==> config.mk <==
export PLATFORM = sky130hd
export DESIGN_NAME = wave_capture
export DESIGN_NICKNAME = d
export VERILOG_FILES = /design/src/rtl/wave_capture.sv
export SDC_FILE = /design/constraint.sdc
export NUM_CORES = 1
export LEC_CHECK = 0
export BUFFER_PORTS_ARGS = -buffer_cell sky130_fd_sc_hd__buf_4
export CORE_UTILIZATION = 60
export CTS_BUF_LIST = sky130_fd_sc_hd__clkbuf_8
export DETAILED_ROUTE_END_ITERATION = 6
export PLACE_DENSITY = 0.8
export SLEW_MARGIN = 20
export SYNTH_ARGS = -nofsm -noshare
export SYNTH_HDL_FRONTEND = slang
export SYNTH_SLANG_ARGS = --single-unit
==> constraint.sdc <==
create_clock -name clk_50M -period 2.69 [get_ports clk_50M]
set_clock_uncertainty 0.1 [all_clocks]
set_input_delay 0 -clock clk_50M [delete_from_list [all_inputs] [get_ports clk_50M]]
set_output_delay 0 -clock clk_50M [all_outputs]
set_load 0.02 [all_outputs]
==> src/rtl/wave_capture.sv <==
// rtl/wave_capture.sv - triggered single-frame ADC capture into a sample RAM
module wave_capture #(
    parameter int DEPTH   = 1080,
    parameter int HOLDOFF = 4_999_500
) (
    input  logic        clk_50M,
    input  logic        rst_n,
    input  logic        oscen,
    input  logic        sample_en,
    input  logic [7:0]  ad_data_in,
    input  logic [7:0]  trig_level,
    input  logic [1:0]  trig_mode,
    output logic        wr_en,
    output logic [10:0] wr_addr,
    output logic [7:0]  wr_data,
    output logic        busy,
    output logic        frame_done
);
    localparam int          HW        = (HOLDOFF > 1) ? $clog2(HOLDOFF) : 1;
    localparam logic [10:0] LAST_ADDR = 11'(DEPTH - 1);
    localparam logic [HW-1:0] HOLD_LAST = HW'(HOLDOFF - 1);

    typedef enum logic [1:0] {IDLE, ARM, FILL, HOLD} state_t;

    state_t        state, state_nxt;
    logic [10:0]   count, count_nxt;
    logic [HW-1:0] hold_cnt, hold_nxt;
    logic [7:0]    prev, prev_nxt;
    logic          prev_valid, prev_valid_nxt;
    logic          wr_en_nxt, frame_done_nxt;
    logic [10:0]   wr_addr_nxt;
    logic [7:0]    wr_data_nxt;
    logic          trig_hit;

    // Edge modes need a previous sample from this arming; modes 00/11 fire on any sample.
    always_comb begin
        case (trig_mode)
            2'b01:   trig_hit = prev_valid && (prev < trig_level) && (ad_data_in >= trig_level);
            2'b10:   trig_hit = prev_valid && (prev > trig_level) && (ad_data_in <= trig_level);
            default: trig_hit = 1'b1;
        endcase
    end

    always_ff @(posedge clk_50M or negedge rst_n) begin
        if (!rst_n) begin
            state      <= IDLE;
            count      <= '0;
            hold_cnt   <= '0;
            prev       <= '0;
            prev_valid <= 1'b0;
            wr_en      <= 1'b0;
            wr_addr    <= '0;
            wr_data    <= '0;
            frame_done <= 1'b0;
        end else begin
            state      <= state_nxt;
            count      <= count_nxt;
            hold_cnt   <= hold_nxt;
            prev       <= prev_nxt;
            prev_valid <= prev_valid_nxt;
            wr_en      <= wr_en_nxt;
            wr_addr    <= wr_addr_nxt;
            wr_data    <= wr_data_nxt;
            frame_done <= frame_done_nxt;
        end
    end

    always_comb begin
        state_nxt      = state;
        count_nxt      = count;
        hold_nxt       = hold_cnt;
        prev_nxt       = prev;
        prev_valid_nxt = prev_valid;
        wr_en_nxt      = 1'b0;
        wr_addr_nxt    = wr_addr;
        wr_data_nxt    = wr_data;
        frame_done_nxt = 1'b0;
        if (!oscen) begin
            state_nxt      = IDLE;
            count_nxt      = '0;
            hold_nxt       = '0;
            prev_valid_nxt = 1'b0;
        end else begin
            case (state)
                IDLE: begin
                    state_nxt      = ARM;
                    prev_valid_nxt = 1'b0;
                end
                ARM: if (sample_en) begin
                    prev_nxt       = ad_data_in;
                    prev_valid_nxt = 1'b1;
                    if (trig_hit) begin
                        wr_en_nxt   = 1'b1;
                        wr_addr_nxt = '0;
                        wr_data_nxt = ad_data_in;
                        count_nxt   = 11'd1;
                        state_nxt   = FILL;
                    end
                end
                FILL: if (sample_en) begin
                    wr_en_nxt   = 1'b1;
                    wr_addr_nxt = count;
                    wr_data_nxt = ad_data_in;
                    if (count == LAST_ADDR) begin
                        frame_done_nxt = 1'b1;
                        count_nxt      = '0;
                        hold_nxt       = '0;
                        state_nxt      = HOLD;
                    end else begin
                        count_nxt = count + 11'd1;
                    end
                end
                HOLD: begin
                    if (hold_cnt == HOLD_LAST) begin
                        hold_nxt       = '0;
                        prev_valid_nxt = 1'b0;
                        state_nxt      = ARM;
                    end else begin
                        hold_nxt = hold_cnt + 1'b1;
                    end
                end
                default: state_nxt = IDLE;
            endcase
        end
    end

    assign busy = (state != IDLE);

endmodule

==> results summary, run 1 <==
The run finished with clean final reports. The via count is 3144. The clock tree from TritonCTS is yes. The region available for standard cell placement spans 6061 sq um. The layout overhead on the synthesized area came out at 18.84%. The via density per instance came out at 5.855.

The critical path runs through a total of 11 cells. The die covers 6756 sq um. The number of failing hold endpoints at the final stage came out at 0.

The logic gate share of total power is 36.4%. The floorplan die height is 82.20 um. The static leakage came out at 0.002085 uW. The critical path is of the primary input to flip-flop type. The data arrival time at the worst-slack endpoint is 2690 ps. Of the cells placed in the final design, the portion with a size suffix greater than 1 is 21.43%.

The source-to-sink clock delay at the later pin of the worst-skew pair is 340 ps. The proportion of synthesized chip area in sequential cells is 42.80%. The global placement routability congestion is 0.8590. The worst slew margin relative to its limit came out at 44.11%. The first global-routing pass estimated 14270 um of wire. The final routed wire length divided by cell count is 16.05 um.

The placed wire-length estimate came out at 5892 um. The initialized floorplan defines 28 standard-cell rows. The global-route usage over all layers is 28.29%.

The number of cells in the finished layout apart from fillers came out at 537. Of all nets on the critical path, the largest fanout is 12. The Yosys step of the flow raised 0 warnings.

The power density of the placed cells came out at 705.0 nW/um^2. The tree is rooted in a sky130_fd_sc_hd__clkbuf_8. The area of the mapped netlist is 3859 sq um.

The count of antenna-violating nets left after detailed routing is 0. Counting distinct cell types in the post-synthesis netlist gives 58. The fraction of registers with async set/reset came out at 100.0%.

The clock sink count is 66. The number of levels the H-tree was split into came out at 3. The worst setup path is launched from a primary input. The count of buffers added on input and output ports is 43. The total internal power is 2094 uW. The switching power came out at 1139 uW.

For this run, the leading register cell type out of synthesis is sky130_fd_sc_hd__dfrtp_1. Setup violations remaining at the end of the flow were counted as 0. The transition at the pin with the smallest max-transition slack came out at 838.4 ps. Together, buffers and inverters on the worst path number 3. The clock period minus worst slack came out at 2585 ps. The clock network accounts for 24.0% of the total power. The number of remaining DRC errors came out at 0. Walking the worst path, the cells encountered are dlygate4sd3_1, buf_4, ha_1, o21ai_0, a21oi_1, o31ai_1, a211o_1, o2111a_1, buf_4, o311ai_0, o21ai_0. The count of nets after finishing is 503. The final number of max-transition violations is 0.

The number of inserted diodes is 0. Net switching is 35.22% of the power. The effective utilization at floorplan is 63.67%.

The number of antenna violations at the first check in global routing came to 0. The clock transition time at the flip-flop clock pins of the worst setup and hold paths is 70 ps. The worst setup path is captured at a flip-flop.

Counting flops with a built-in enable in the synthesized netlist gives 0. The max-capacitance violation count is 0. The synthesized net count is 441.

The aggregate global routing overflow is 0. The worst path uses 96.10% of the clock period. Counting cells, the worst reg-to-reg path comes to 9. Pin placement for this block handled 44 I/O pins. The number of detailed-route iterations in the first pass is 4. The number of global-route vias before repair was 3103. The cell count after synthesis came out at 395. The buffer depth of the longest clock path is 2. The synthesis-stage register bit count came out at 66. The overall die width is 82.20 um. The cell family contributing the most delay on the critical path is compound AO/OA/AOI/OAI gates. The upper clock frequency limit came out at 0.3869 GHz. The synthesized area per cell came out at 9.769 sq um. The first-iteration detailed-routing DRC count came out at 156. Setup repair after global routing left no endpoint under its margin.

The largest net degree at the start of global routing is 67. The number of clock buffers inserted by TritonCTS came out at 9. The sequential fraction of design power came out at 39.6%.

The routed design has 8617 um of wire. The critical path's slowest cell is sky130_fd_sc_hd__dlygate4sd3_1. The delay of the slowest cell on the worst path is 550 ps. For the worst setup path, the data required time is 2790 ps. The maximum ir drop on the vdd rail is 0.0004321 V. The number of instances in the placed design came out at 507. The final-layout setup total negative slack is 0 ps.

The min-delay analysis places its worst path in the category primary input to async pin.
[through the flow]
stage / total power (uW) / util (%) / area [sq um] / hold WS (ps) / setup slack, ps
floorplan: 2029 / - / 3859 / -395.6 / 218.2
global placement: 2374 / 70.11 / 4249 / 54.99 / 176.5
detailed placement: 2417 / 70.11 / 4249 / 62.99 / 90.05
CTS: 3208 / 74.94 / 4542 / 236.8 / 6.699
global route: 3399 / 75.66 / 4586 / 337.0 / 5.950
finish: 3233 / 75.66 / 4586 / 205.0 / 105.0
[worst reg2reg max path, stage by stage (launching register included)]
cell                       delay [ps]
sky130_fd_sc_hd__dfrtp_1          400
sky130_fd_sc_hd__ha_1             300
sky130_fd_sc_hd__nor2b_1          130
sky130_fd_sc_hd__o211ai_1         180
sky130_fd_sc_hd__a21oi_2          100
sky130_fd_sc_hd__a211o_1          300
sky130_fd_sc_hd__o2111a_1         200
sky130_fd_sc_hd__buf_4            200
sky130_fd_sc_hd__o311ai_0         380
sky130_fd_sc_hd__o21ai_0          150
[layer usage]
layer | vias to the layer above | wire, um | global-route usage, %
met2 | 64 | 4362 | 48.68
met1 | 1538 | 3864 | 35.22
met4 | 0 | 142 | 12.11
li1 | 1524 | - | -
met5 | - | 0 | 0
met3 | 18 | 247 | 4.286
[registers in the layout (all words and copies together) (netlist names)]
register    flops
count          11
prev_valid      1
wr_addr        11
wr_data         8
state           2
hold_cnt       23
wr_en           1
prev            8
frame_done      1
[worst paths after layout]
| check | from | slack (ps) | endpoint |
|---|---|---|---|
| worst max-delay path | ad_data_in[3] | 110 | count[3] |
| worst min-delay path | rst_n | 200 | hold_cnt[0] |
| min in group clk_50M | trig_mode[1] | 310 | wr_en |
| worst min register to register | wr_data[0] | 410 | wr_data[0] |
| worst max register to register | prev[1] | 110 | count[3] |
| max in group asynchronous | rst_n | 1730 | hold_cnt[11] |
[power by group through the flow]
stage | clock network (uW) | logic (uW) | registers (uW)
2_1_floorplan | 0 | 651 | 1380
3_3_place_gp | 0 | 1090 | 1290
3_5_place_dp | 0 | 1120 | 1290
4_1_cts | 782 | 1150 | 1280
5_1_grt | 818 | 1280 | 1300
6_report | 775 | 1180 | 1280
[layout by cell type (no fill, tap or decap), types with 5 or more instances in the layout]
| cell | count |
|---|---|
| sky130_fd_sc_hd__xnor2_1 | 5 |
| sky130_fd_sc_hd__nand3_1 | 17 |
| sky130_fd_sc_hd__dfrtp_1 | 66 |
| sky130_fd_sc_hd__buf_4 | 52 |
| sky130_fd_sc_hd__mux2i_1 | 13 |
| sky130_fd_sc_hd__clkbuf_8 | 12 |
| sky130_fd_sc_hd__nand4_1 | 9 |
| sky130_fd_sc_hd__o31ai_1 | 7 |
| sky130_fd_sc_hd__nand2_1 | 39 |
| sky130_fd_sc_hd__ha_1 | 24 |
| sky130_fd_sc_hd__o311ai_0 | 5 |
| sky130_fd_sc_hd__nand2b_1 | 9 |
| sky130_fd_sc_hd__inv_1 | 34 |
| sky130_fd_sc_hd__and3_1 | 8 |
| sky130_fd_sc_hd__o21ai_0 | 20 |
| sky130_fd_sc_hd__mux2_2 | 15 |
| sky130_fd_sc_hd__dlygate4sd3_1 | 11 |
| sky130_fd_sc_hd__nor2_1 | 27 |
| sky130_fd_sc_hd__a21oi_1 | 8 |
| sky130_fd_sc_hd__nor3_1 | 6 |
| sky130_fd_sc_hd__xor2_1 | 9 |
[cell type report]
class / count / area (sq um)
Multi-Input combinational cell: 283 / 1997
Sequential cell: 66 / 1652
Fill cell: 438 / 1475
Timing Repair Buffer: 65 / 540.5
Clock buffer: 12 / 165.2
Inverter: 32 / 120.1
Tap cell: 75 / 93.84
Clock inverter: 4 / 17.52
[logic make-up (layout without fill, tap and decap cells)]
group	count (synthesis)	count (layout)	share of synthesized area, %
simple gates	146	146	20.04
compound gates	71	71	12.78
flops	66	66	42.80
buf+inv	46	113	5.675
mux	28	28	7.749
fa+ha+maj	24	24	7.782
xor+xnor	14	14	3.178
[Yosys cell counts, drive strengths merged, types with 2 or more instances]
cell	n	area, sq um
a211oi	3	22.52
a21o	2	15.01
a21oi	9	45.04
and2	3	20.02
and3	10	65.06
and4	3	26.28
buf	5	31.28
clkbuf	9	67.57
dfrtp	66	1652
ha	24	300.3
inv	32	120.1
mux2	15	168.9
mux2i	13	130.1
nand2	39	146.4
nand2b	9	56.30
nand3	17	85.08
nand4	9	56.30
nor2	30	120.1
nor2b	4	25.02
nor3	7	46.30
nor4	2	12.51
nor4b	2	32.53
o211ai	3	22.52
o21ai	23	118.9
o311ai	8	70.07
o31ai	7	52.55
o32ai	3	26.28
o41ai	2	17.52
or2	3	18.77
or3	3	18.77
xnor2	5	43.79
xor2	9	78.83
[timing repair]
item,in CTS,in global routing
endpoints found under the setup margin,0,18
hold buffers,11,0
hold endpoints to repair,98,0
gates resized for setup,0,6
buffers inserted,0,3
(Power assumes the default switching activity.)
==> run 2: changes to the inputs <==
==> constraint.sdc (replaced) <==
create_clock -name clk_50M -period 2.5 [get_ports clk_50M]
set_clock_uncertainty 0.1 [all_clocks]
set_input_delay 0 -clock clk_50M [delete_from_list [all_inputs] [get_ports clk_50M]]
set_output_delay 0 -clock clk_50M [all_outputs]
set_load 0.02 [all_outputs]
==> run 2 against run 1 <==
  * The flow now finishes with violations (negative setup slack)
  * Utilization is 3.4 points higher
  * Sequential share of layout area is 1.5 points lower
  * Critical path depth is 2 lower
  * Sequential cell count is the same
  * Sequential power grew 9%
  * Critical path type is now flip-flop to flip-flop
  * Largest power group is now combinational logic
==> results summary, run 2 (same netlist as run 1, synthesis figures left out) <==
The upper clock frequency limit is 0.3937 GHz. The static leakage is 0.002134 uW. The fraction of final layout cells with drive strength greater than 1 is 27.14%.

TritonCTS built the clock tree. The worst reg2reg path endpoint is wr_data[3]. The cell family contributing the most delay on the critical path is compound AO/OA/AOI/OAI gates. The count of nets after finishing is 509. The number of antenna violations at the first check in global routing came out at 0. The post-route worst setup slack came out at -40.21 ps. The number of detailed-route iterations in the first pass is 5. The tree is rooted in a sky130_fd_sc_hd__clkbuf_8. The global-route usage over all layers is 29.47%. The wire-length estimate of the detail-placed layout is 5988 um. After clock tree synthesis, the clock-pin slew on the worst setup and hold paths is 70 ps. The aggregate global routing overflow came out at 0.

The largest net degree at the start of global routing is 67. The layout overhead on the synthesized area came out at 24.12%. The wire length of the first global-routing pass came out at 14760 um. Setup repair after global routing could not meet its margin everywhere. The total detailed-routing wirelength came out at 9661 um. The worst register-to-register path has a depth of 9. The number of global-route vias before repair is 3231. The data arrival time at the worst-slack endpoint is 2680 ps. The number of clock buffers inserted by TritonCTS came out at 9. The final-layout setup total negative slack is -277.1 ps. The effective utilization at floorplan came out at 63.67%. The final routed wire length divided by cell count came out at 17.79 um. In this run the critical register-to-register path is launched from prev[1]. The highest metal layer carrying signal wires in the routed design is met4.

The clock period minus worst slack came out at 2540 ps. The first-iteration detailed-routing DRC count came out at 226. The total met3 wirelength after detailed routing came out at 406 um. The flip-flop count of the largest register after layout came out at 23.

For this run, design rule violations remaining after detail routing come to 0. The peak fanout along the critical path came out at 5. The floorplan has 28 rows. The number of instances in the placed design is 514. The largest registers in the layout are hold_cnt x23, count x11, wr_addr x11.

The final route contains 3345 vias. Headroom to the max-slew limit came out at 44.50%. The clock sink count is 66. The maximum ir drop on the vdd rail is 0.0006251 V. The floorplan die height is 82.20 um.

The final number of max-transition violations came to 0. The buffer depth of the longest clock path came out at 2. The worst min-delay path class is primary input to async pin. The flow ran to the end, but the final reports show violations. The worst setup path is of the flip-flop to flip-flop kind. Leaving out fill and tap cells, the most frequent cells in the layout are 66 x sky130_fd_sc_hd__dfrtp_1, 56 x sky130_fd_sc_hd__buf_4, 39 x sky130_fd_sc_hd__nand2_1. The quantity of I/O buffers inserted on ports came out at 43. STA classifies the critical path startpoint as a flip-flop. For flop-to-flop paths, the worst setup slack is -40 ps.

The core region area came out at 6061 sq um. In the finished design, the share of the clock period the worst path needs comes to 101.6%. The final number of setup-violating endpoints is 13. The tool flagged a number of max-cap violations equal to 0. The area of the die came out at 6756 sq um. The checks that failed: negative setup slack. The required time of the critical path is 2640 ps. The commonest non-fill, non-tap cell in the layout is sky130_fd_sc_hd__dfrtp_1.

The critical path buffer and inverter count is 1. The number of failing hold endpoints at the final stage is 0. The delay of the slowest cell on the worst path is 420 ps. Wire segments on met2 add up to 5025 um in the final route. The critical path's slowest cell is sky130_fd_sc_hd__dfrtp_1. The power density of the placed cells came out at 770.1 nW/um^2. The number of inserted diodes is 0. For this run, the number of standard cells in the final layout without fillers is 543.

Traced cell by cell, the critical path runs through ha_4, nor2b_4, o211ai_1, a21oi_2, nor2_2, o2111a_2, nor3_4, buf_6, mux2_2. The congestion estimate from routability-driven global placement came to 0.8670. The later pin in the worst-skew pair is clocked with a latency of 360 ps.

The number of levels the H-tree was split into is 3. The met1 routed wirelength after detailed routing is 3986 um. The transition at the pin with the smallest max-transition slack is 832.4 ps.

The worst setup path is captured at a flip-flop. The via density per instance is 6.160. The number of top-level pins came out at 44. The register bank with the most flops is hold_cnt. From left edge to right edge, the die measures 82.20 um. The count of antenna-violating nets left after detailed routing came out at 0.
==> run 2: stage by stage <==
| step | hold WS [ps] | instance area [sq um] | setup slack [ps] | util (%) | power [uW] |
|---|---|---|---|---|---|
| 5_1_grt | 304.9 | 4790 | -125.5 | 79.03 | 3844 |
| 4_1_cts | 220.8 | 4661 | 13.40 | 76.90 | 3567 |
| 3_3_place_gp | 54.99 | 4302 | -15.79 | 70.97 | 2587 |
| 3_5_place_dp | 59.79 | 4302 | -121.0 | 70.97 | 2646 |
| 6_report | 191.2 | 4790 | -40.21 | 79.03 | 3689 |
| 2_1_floorplan | -395.6 | 3859 | 28.24 | - | 2184 |
==> run 2: per-layer routing <==
metal | vias to the layer above | track usage (%)
met3 | 25 | 5.385
met5 | - | 0
met1 | 1652 | 35.37
met4 | 0 | 14.39
li1 | 1545 | -
met2 | 123 | 50.74
==> run 2: final cells by class <==
cell class / instances / area, sq um
Sequential cell: 66 / 1652
Clock inverter: 7 / 61.31
Fill cell: 378 / 1271
Tap cell: 75 / 93.84
Clock buffer: 9 / 123.9
Timing Repair Buffer: 70 / 573.1
Inverter: 32 / 120.1
Multi-Input combinational cell: 284 / 2166
==> run 2: power by group <==
group / total (uW) / switching (uW) / leakage (uW) / internal, uW
clock network: 879 / 429 / 0.000100 / 449
registers: 1390 / 134 / 0.000885 / 1250
logic: 1420 / 778 / 0.00115 / 645
==> run 2: how the worst max path moves through the flow <==
| stage | start | to | slack [ps] | cells past startpoint |
|---|---|---|---|---|
| detailed placement | prev[1] | count[6] | -120 | 8 |
| floorplan | prev[1] | wr_data[0] | 30 | 8 |
| global route | prev[1] | wr_addr[0] | -130 | 10 |
| CTS | prev[1] | count[10] | 10 | 8 |
| finish | prev[1] | wr_data[3] | -40 | 9 |
| global placement | prev[1] | count[9] | -20 | 8 |
==> run 2: timing repair <==
item	CTS	global route
setup buffers	0	1
cloned	1	0
resized for setup	12	31
endpoints found under the hold margin	98	0
pin swaps	5	11
setup endpoints to repair	29	34
hold buffers	11	0
